## src/rtl/xor_pattern_seq.sv

```systemverilog
// xor_pattern_seq: walks 16 patterns onto A..D, holds each, and checks the XOR stage's E/F/G
module xor_pattern_seq #(
   parameter int HOLD_CYCLES = 4
) (
   input  logic       clk,
   input  logic       rst,
   input  logic       start,
   input  logic       abort,
   output logic       A,
   output logic       B,
   output logic       C,
   output logic       D,
   input  logic       E,
   input  logic       F,
   input  logic       G,
   output logic       busy,
   output logic       done,
   output logic [4:0] err_cnt,
   output logic [3:0] pat
);
   typedef enum logic [1:0] {IDLE, DRIVE, SAMPLE, DONE} state_t;
   localparam logic [7:0] HOLD_LAST = 8'(HOLD_CYCLES - 2);
   state_t     r_state, w_state_nxt;
   logic [7:0] r_hold, w_hold_nxt;
   logic [3:0] r_pat, w_pat_nxt;
   logic [4:0] r_err, w_err_nxt;
   logic       r_busy, r_done;
   logic       w_mis;
   assign w_mis   = (E != (r_pat[0] ^ r_pat[1])) || (F != (r_pat[2] ^ r_pat[3])) || (G != ^r_pat);
   assign A       = r_pat[0];
   assign B       = r_pat[1];
   assign C       = r_pat[2];
   assign D       = r_pat[3];
   assign pat     = r_pat;
   assign err_cnt = r_err;
   assign busy    = r_busy;
   assign done    = r_done;
   // next-state, pattern, hold and error-count decisions
   always_comb begin
      w_state_nxt = r_state;
      w_hold_nxt  = r_hold;
      w_pat_nxt   = r_pat;
      w_err_nxt   = r_err;
      case (r_state)
         IDLE: begin
            w_pat_nxt  = '0;
            w_hold_nxt = '0;
            if (start && !abort) begin
               w_state_nxt = DRIVE;
               w_err_nxt   = '0;
            end
         end
         DRIVE: begin
            if (abort) begin
               w_state_nxt = IDLE;
               w_pat_nxt   = '0;
               w_hold_nxt  = '0;
            end else if (r_hold == HOLD_LAST) begin
               w_state_nxt = SAMPLE;
            end else begin
               w_hold_nxt = r_hold + 8'd1;
            end
         end
         SAMPLE: begin
            w_hold_nxt = '0;
            if (abort) begin
               w_state_nxt = IDLE;
               w_pat_nxt   = '0;
            end else begin
               if (w_mis && r_err != 5'd16) w_err_nxt = r_err + 5'd1;
               if (r_pat == 4'd15) begin
                  w_state_nxt = DONE;
               end else begin
                  w_state_nxt = DRIVE;
                  w_pat_nxt   = r_pat + 4'd1;
               end
            end
         end
         DONE: begin
            w_state_nxt = IDLE;
            w_pat_nxt   = '0;
            w_hold_nxt  = '0;
         end
         default: begin
            w_state_nxt = IDLE;
            w_pat_nxt   = '0;
            w_hold_nxt  = '0;
         end
      endcase
   end
   // state and output registers; busy/done are registered from the next state
   always_ff @(posedge clk) begin
      if (rst) begin
         r_state <= IDLE;
         r_hold  <= '0;
         r_pat   <= '0;
         r_err   <= '0;
         r_busy  <= 1'b0;
         r_done  <= 1'b0;
      end else begin
         r_state <= w_state_nxt;
         r_hold  <= w_hold_nxt;
         r_pat   <= w_pat_nxt;
         r_err   <= w_err_nxt;
         r_busy  <= (w_state_nxt == DRIVE) || (w_state_nxt == SAMPLE);
         r_done  <= (w_state_nxt == DONE);
      end
   end
endmodule

```

## config.mk

```make
export PLATFORM = sky130hd
export DESIGN_NAME = xor_pattern_seq
export DESIGN_NICKNAME = d
export VERILOG_FILES = /design/src/rtl/xor_pattern_seq.sv
export SDC_FILE = /design/constraint.sdc
export NUM_CORES = 1
export LEC_CHECK = 0
export CORE_UTILIZATION = 48
export CTS_BUF_LIST = sky130_fd_sc_hd__clkbuf_8
export CTS_CLUSTER_SIZE = 28
export DETAILED_ROUTE_END_ITERATION = 10
export GPL_ROUTABILITY_DRIVEN = 0
export HOLD_SLACK_MARGIN = 0.05
export PLACE_DENSITY = 0.83
export SYNTH_ARGS = -nofsm -noshare
export SYNTH_HDL_FRONTEND = slang
export SYNTH_SLANG_ARGS = --single-unit
```

## constraint.sdc

```tcl
create_clock -name clk -period 2.1 [get_ports clk]
set_clock_uncertainty 0.1 [all_clocks]
set_input_delay 0.21 -clock clk [delete_from_list [all_inputs] [get_ports clk]]
set_output_delay 0.21 -clock clk [all_outputs]
set_load 0.03 [all_outputs]
```

* Word-level counts from Yosys, hierarchy flattened *
Index checks and enable logic that the tools add are counted.

storage, ports and cells
  output and inout port bits = 15
  logic and storage cells = 59
  register bits after elaboration = 21
  bits of input ports = 7

cells by class
  reductions and logical operators = 13
  add/subtract/negate cells = 3
  bitwise operators = 2
  mux-type cells = 17
  eq/ne operators = 18

operators by type and width
  kind                                                             number
  8-bit two-way mux                                                2
  8-bit one-hot mux with 2 select lines                            1
  5-bit two-way mux                                                3
  4-bit two-way mux                                                3
  4-bit one-hot mux with 3 select lines                            1
  2-bit two-way mux                                                5
  5-bit one-hot mux with 2 select lines                            1
  8-bit by 1-bit adder with 8-bit output, second input constant    1
  2-bit == test, second input constant                             4
  8-bit by 2-bit == test with 1-bit output, second input constant  1
  2-bit inequality test, second input constant                     4
  2-bit one-hot mux with 4 select lines                            1
  3-bit inequality test, second input constant                     2
  5-bit by 1-bit adder with 5-bit output, second input constant    1
  5-bit inequality test, second input constant                     1
  4-bit by 1-bit adder with 4-bit output, second input constant    1
  2-bit by 1-bit == test with 1-bit output, second input constant  2
  4-bit == test, second input constant                             1
  4-bit AND reduction                                              1
  4-bit parity                                                     1
  1-bit logical OR                                                 3
  1-bit inequality test                                            3
  3-bit OR reduction                                               1
  1-bit logical AND                                                2
  6 further kinds                                                  7

* Longest topological paths before layout *
Gate-level depths: netlist of run 1.

  depth in word-level cells = 8
  gate-level depth with buffers = 8
  depth with buffers taken out = 8

* Worst setup path before layout of run 1 *
No wires, ideal clock.

  kind = reg2reg
  start point = register r_hold[0]
  end point = register r_busy (netlist: busy)
  arrival time = 1.904 ns
  setup slack = -0.031 ns
  path buffers = 0
  data required time = 1.872 ns
  clock period less this slack = 2.131 ns
  setup time = 0.128 ns
  stages on the path, launching flop included = 9
  cell sequence = dfxtp_1 -> inv_1 -> ha_1 -> or4b_4 -> nor4_4 -> o22a_1 -> nor2_1 -> ha_1 -> nor2b_1

on the way
  cells in the longest elaborated chain, start to end = 6
  elaborated cells on any way between the ends = 7
  those cells by class = eq/ne: 3; mux: 3; reduce/logical: 1

RTL lines
  item                                                                              RTL line  RTL
  start, declared                                                                   24        logic [7:0] r_hold, w_hold_nxt;
  start signal, assigned                                                            102       r_hold <= w_hold_nxt;
  8-bit by 2-bit == test with 1-bit output (*)                                      58        end else if (r_hold == HOLD_LAST) begin
  2-bit two-way mux (*)                                                             58
  2-bit two-way mux (*)                                                             54        if (abort) begin
  2-bit one-hot mux with 4 select lines (*)                                         44        case (r_state)
  named net w_state_nxt[0]                                                          23        state_t r_state, w_state_nxt;
  2-bit by 1-bit == test with 1-bit output / 2-bit == test (equally long branches)  105       r_busy <= (w_state_nxt == DRIVE) || (w_state_nxt == SAMPLE);
  1-bit logical OR (*)                                                              105
  end signal, assigned                                                              105
  end, declared                                                                     27        logic r_busy, r_done;

Mark *: on every way through the listed nets, which the timed path passes. The rest lies on a longest branch.
A chain may end at the register's enable or synchronous reset.

* Worst setup path in the final report of run 1 *
Same ends and word-level chain as after synthesis.

==> results of run 1 <==
==> cell type report <==
class / instances / area share (%)
clock inverter: 1 / 0.346
clock buffer: 3 / 2.85
inverter: 4 / 1.04
multi-input combinational: 97 / 46.0
timing repair buffer: 28 / 18.2
sequential: 21 / 29.2
tap: 28 / 2.42
==> state kept, by name, summed over array words and instances, names as in the netlist <==
register,cells
done,1
r_hold,8
r_state,2
err_cnt,5
pat,4
busy,1
==> Yosys cell counts (all sizes together), types with 2 or more instances <==
cell type	n
or3b	2
inv	4
clkbuf	2
nand2	7
ha	7
xnor2	2
nor2	14
nand3	8
nand2b	3
nor3	5
o21ai	5
nor2b	6
a21oi	6
a41oi	3
and3	3
buf	4
or3	3
xor2	5
a31oi	5
dfxtp	21
==> cell families (layout without fill, tap and decap cells) <==
logic type,count (synthesis),count (layout),share of synthesized area (%)
compound gates,23,23,14.4
xor+xnor,7,7,5.41
fa+ha+maj,7,7,7.73
buf+inv,10,36,4.75
flops,21,21,37.1
mux,1,1,0.884
simple gates,59,59,29.7
==> layout by cell type, fill, tap and decap left out, types with 2 or more instances in the layout <==
| cell type | instances |
|---|---|
| a21oi_1 | 6 |
| a31oi_1 | 4 |
| a41oi_1 | 3 |
| and3_1 | 3 |
| buf_4 | 7 |
| clkbuf_8 | 3 |
| clkdlybuf4s50_1 | 21 |
| dfxtp_1 | 20 |
| ha_1 | 7 |
| inv_1 | 3 |
| nand2_1 | 7 |
| nand2b_1 | 3 |
| nand3_1 | 8 |
| nor2_1 | 14 |
| nor2b_1 | 5 |
| nor3_1 | 5 |
| o21ai_0 | 5 |
| or3_1 | 3 |
| xnor2_1 | 2 |
| xor2_1 | 5 |
==> stage by stage <==
step | utilization (%) | area, um2 | instances | hold WS (ps) | total power [W]
floorplan | - | 1130 | 128 | 315 | 0.000435
CTS | 64.3 | 1420 | 180 | 423 | 0.000715
global route | 65.4 | 1450 | 182 | 468 | 0.000743
finish | 65.4 | 1450 | 182 | 421 | 0.000715
detailed placement | 62.2 | 1380 | 176 | 412 | 0.000457
global placement | 62.2 | 1380 | 176 | 392 | 0.000456
==> final timing paths <==
path                    endpoint  slack, ps
max reg2reg      busy$_SDFF_PP0_         30
min reg2reg  pat[1]$_SDFFE_PP0P_        420
min          pat[1]$_SDFFE_PP0P_        420
max              busy$_SDFF_PP0_         30
==> what timing repair did <==
item / 4_1_cts / 5_1_grt
buffers inserted: 0 / 2
resized for setup: 0 / 3
endpoints found under the setup margin: 0 / 2
==> where the power goes <==
group          switching (W)  internal, W  leakage [nW]
combinational      0.0000247    0.0000274         0.330
clock               0.000128     0.000132        0.0255
sequential        0.00000183     0.000400         0.170
total               0.000155     0.000560         0.526
==> layer usage <==
layer | track usage [%] | wire length [um]
met5 | 0 | 0
met4 | 6.94 | 34
met3 | 3.64 | 55
met2 | 39.6 | 1300
met1 | 23.7 | 1020
==> tightest hold or removal path, cell delays in order (launching register included) <==
cell and delay, ps:
dfxtp_1 350, nand2_1 70, a21oi_1 50
==> impl_metrics.yaml, run 1 <==
synth:
  syn_area_um2: 1130
  synthTopCellsByArea: "dfxtp_1, ha_1, nor2_1"
  netlist_instances: 128
  async_reset_ff_share_pct: 0
  ys_seq_area_share_pct: 37.1
  ys.flop_type: "dfxtp_1"
  syn_avg_cell_area_um2: 8.85
  yosysTopAreaCellShare_pct: 37.1
  yosys_warnings: 0
  synth_top_area_cell: "dfxtp_1"
  ys_ff_latch: 21
  ys_types: 36
  synth_edf_count: 0
  syn-num-nets: 142
flow_run:
  maxCapViolations: 0
sta:
  fin_crit_sh_pct: 98.4
  hold_viol: 0
  tightestPinTransition_ps: 527
  timing.fmax_ghz: 0.484
  drv_slew: 0
  rsz0062_at_grt: "true"
  fin_setup_tns_ps: 0
  max_slew_margin_pct: 64.8
  setup_viol: 0
  min_period_ps: 2070
  setup_slack_ps: 33.5
route:
  viasPerCell: 5.42
  routed_wirelength_um: 2410
  drc_errors: 0
  ant_nets: 0
  vias: 987
  firstDrtPassIters: 4
  initialDrtViolationCount: 14
  wl_per_cell_um: 13.2
place:
  place_ws_ps: 61.5
  dp_hpwl_um: 1800
  port_buffers: 21
cts:
  cts_hold_repair.buffers: 0
  cts.clk_slew.worst_paths_ps: 80
  cts.sinks: 21
  cts_buffer_depth: 2
  cts-htree-levels: 1
  clock_latency_ps: 260
  cts_tree: "built"
  cts_buffers: 3
  cts_root_buf: "clkbuf_8"
floorplanning:
  die_height_um: 50.6
  core_area_um2: 2210
  dieArea_um2: 2560
  start_util_pct: 51.2
  die_w_um: 50.6
  ioPinCount: 22
  rows: 17
power_and_ir_drop:
  powerDensity_nw_per_um2: 494
  power_leakage_nw: 0.526
  ir_drop_uv: 335
run_status:
  status: "completed"
setup_path:
  crit_chain: "inv_2 > ha_1 > or4b_4 > nor4_4 > o22a_1 > nor2_1 > ha_1 > nor2b_4"
  path_buf_inv: 1
  max_stage_delay_ps: 460
  startpoint: "r_hold[0]$_SDFFE_PP0P_"
  path_max_fanout: 3
  crit_top_cell: "ha_1"
  crit_family: "simple AND/OR/NAND/NOR gates"
  worstPathRequired_ps: 2140
  critPathLaunchType: "flip-flop"
  critical_path_depth: 8
  critical-path-slowest-cell: "or4b_4"
  worstSetupEndpointType: "flip-flop"
  worstReg2RegStart: "r_hold[0]$_SDFFE_PP0P_"
  crit_type: "reg2reg"
  critPathArrivalTime_ps: 2100
  r2r_cells: 8
worst_hold_path:
  hold_depth: 2
  hp-start: "pat[1]$_SDFFE_PP0P_"
  hold_class: "reg2reg"
final_layout:
  drive_gt1_share_pct: 13.0
  fillers: 195
  area_delta_synth_final_pct: 27.7
  seq_area_um2: 422
  fin_nets: 169
  insertedDiodeCount: 0
  multi_input_area_um2: 666
grt:
  antenna_found_initial: 0
  grt_pass1_wl_um: 4140
  grt_pass1_vias: 969
  grt_max_degree: 15
  groute.usage.overall_pct: 21.1
  globalRouteOverflowTotal: 0
Note: power is estimated with default switching activity, not from simulation.
==> run 2: changes to the inputs <==
CORE_ASPECT_RATIO = 0.6   (was unset)
==> run 2 against run 1 <==
The run now ends with negative setup slack left. Die area up 0.25%. Cell area up 1.0%. Maximum frequency decreased by 2.3%. Combinational power decreased by 6.0%. Worst hold slack lost 7.1 ps. Utilization up 1.2 points. Critical path depth unchanged.
==> impl_metrics.yaml, run 2 (synthesized netlist as in run 1, its figures left out) <==
floorplanning:
  dieArea_um2: 2560
  core_area_um2: 2200
  rows: 13
  ioPinCount: 22
  start_util_pct: 51.6
  die_height_um: 39.6
  die_w_um: 64.7
cts:
  cts_hold_repair.buffers: 0
  cts_buffers: 3
  clock_latency_ps: 260
  cts_buffer_depth: 2
  cts.clk_slew.worst_paths_ps: 70
  cts.sinks: 21
  cts_root_buf: "clkbuf_8"
  cts_tree: "built"
  cts-htree-levels: 1
power_and_ir_drop:
  ir_drop_uv: 432
  finalPower_w: 0.000706
  power_leakage_nw: 0.531
  powerDensity_nw_per_um2: 483
sta:
  rsz0062_at_grt: "true"
  timing.fmax_ghz: 0.473
  setup_viol: 1
  drv_slew: 0
  min_period_ps: 2120
  fin_crit_sh_pct: 101
  tightestPinTransition_ps: 529
  max_slew_margin_pct: 64.6
  hold_viol: 0
  setup_slack_ps: -15.4
final_layout:
  fin_area_um2: 1460
  regMostFlops: "r_hold"
  final_cell_mix: "clkdlybuf4s50_1, dfxtp_1, nor2_1"
  drive_gt1_share_pct: 13.5
  postLayoutCoreUtil_pct: 66.6
  area_delta_synth_final_pct: 29.1
  fin_nets: 170
  insertedDiodeCount: 0
  mostFrequentLayoutCell: "clkdlybuf4s50_1"
  largest_register_ffs: 8
setup_path:
  max_stage_delay_ps: 460
  worstSetupEndpointType: "flip-flop"
  path_max_fanout: 3
  worstPathRequired_ps: 2130
  crit_type: "reg2reg"
  startpoint: "r_hold[0]$_SDFFE_PP0P_"
  worstReg2RegStart: "r_hold[0]$_SDFFE_PP0P_"
  critPathArrivalTime_ps: 2140
  critical-path-slowest-cell: "or4b_4"
  crit_chain: "inv_2 > ha_4 > or4b_4 > nor4_4 > o22a_1 > nor2_1 > ha_1 > nor2b_1"
  critPathLaunchType: "flip-flop"
grt:
  grt_max_degree: 15
  grt_pass1_vias: 819
  grt_pass1_wl_um: 3790
  groute.usage.overall_pct: 20.3
  globalRouteOverflowTotal: 0
  antenna_found_initial: 0
worst_hold_path:
  hp-start: "err_cnt[3]$_SDFFE_PP0P_"
  hold_class: "reg2reg"
route:
  wl_per_cell_um: 13.0
  firstDrtPassIters: 4
  viasPerCell: 5.51
  ant_nets: 0
  routed_wirelength_um: 2410
  initialDrtViolationCount: 46
  vias: 1020
  drc_errors: 0
run_status:
  status: "finished, violations left"
  failed_checks: "negative setup slack"
flow_run:
  maxCapViolations: 0
place:
  dpl_cell_area_um2: 1390
  dp_hpwl_um: 1780
  port_buffers: 21
run 2: cell types whose count changed in the layout (fill, tap and decap cells not counted):
cell / change
ha_4: +1
inv_1: +1
dfxtp_1: -1
clkinv_2: -1
nor2b_4: -1
nor2b_1: +1
dfxtp_2: +1
ha_1: -1
buf_4: +1
run 2: layout make-up:
| cell class | instances | area [um2] |
|---|---|---|
| well taps | 30 | 37.5 |
| clock inverters | 1 | 3.75 |
| multi-input cells | 97 | 671 |
| repair buffers | 29 | 270 |
| fillers | 179 | 734 |
| inverters | 4 | 15.0 |
| flip-flops and latches | 21 | 423 |
| clock buffers | 3 | 41.3 |
run 2: worst paths after layout:
path                                           endpoint  slack, ps  cells after the start
worst max-delay path                    busy$_SDFF_PP0_        -20                      8
worst min-delay path            err_cnt[3]$_SDFFE_PP0P_        410                      1
worst max register to register          busy$_SDFF_PP0_        -20                      8
worst min register to register  err_cnt[3]$_SDFFE_PP0P_        410                      1
run 2: critical path, delay by kind of cell (launching register included):
kind | cells | cell delay, ps
buf+inv | 1 | 80
fa+ha+maj | 2 | 370
flops | 1 | 320
compound gates | 1 | 190
simple gates | 4 | 910
run 2: what timing repair did:
action,in CTS,in global routing
endpoints found under the hold margin,0,0
setup buffers,0,2
gates resized for setup,0,5
endpoints found under the setup margin,0,5
run 2: through the flow:
| stage | worst slack, ps | hold slack, ps | std cells | setup TNS, ps |
|---|---|---|---|---|
| after CTS | 5.61 | 420 | 183 | 0 |
| after floorplan | -31.5 | 315 | 128 | -31.5 |
| final | -15.4 | 414 | 185 | -15.4 |
| after global placement | 84.3 | 391 | 179 | 0 |
| after detailed placement | 8.58 | 401 | 179 | 0 |
| after global routing | -69.9 | 436 | 185 | -69.9 |
run 2: layer usage:
metal | share of wire (%) | routed length, um | track usage, %
met1 | 52 | 1240 | 27.4
met2 | 44 | 1050 | 32.3
met3 | 4.8 | 115 | 6.10
met4 | 0 | 0 | 3.33
met5 | 0 | 0 | 0
run 2: where the power goes:
| part | internal, W | switching (W) |
|---|---|---|
| Sequential | 0.000400 | 0.00000247 |
| Combinational | 0.0000244 | 0.0000247 |
| Clock | 0.000130 | 0.000124 |
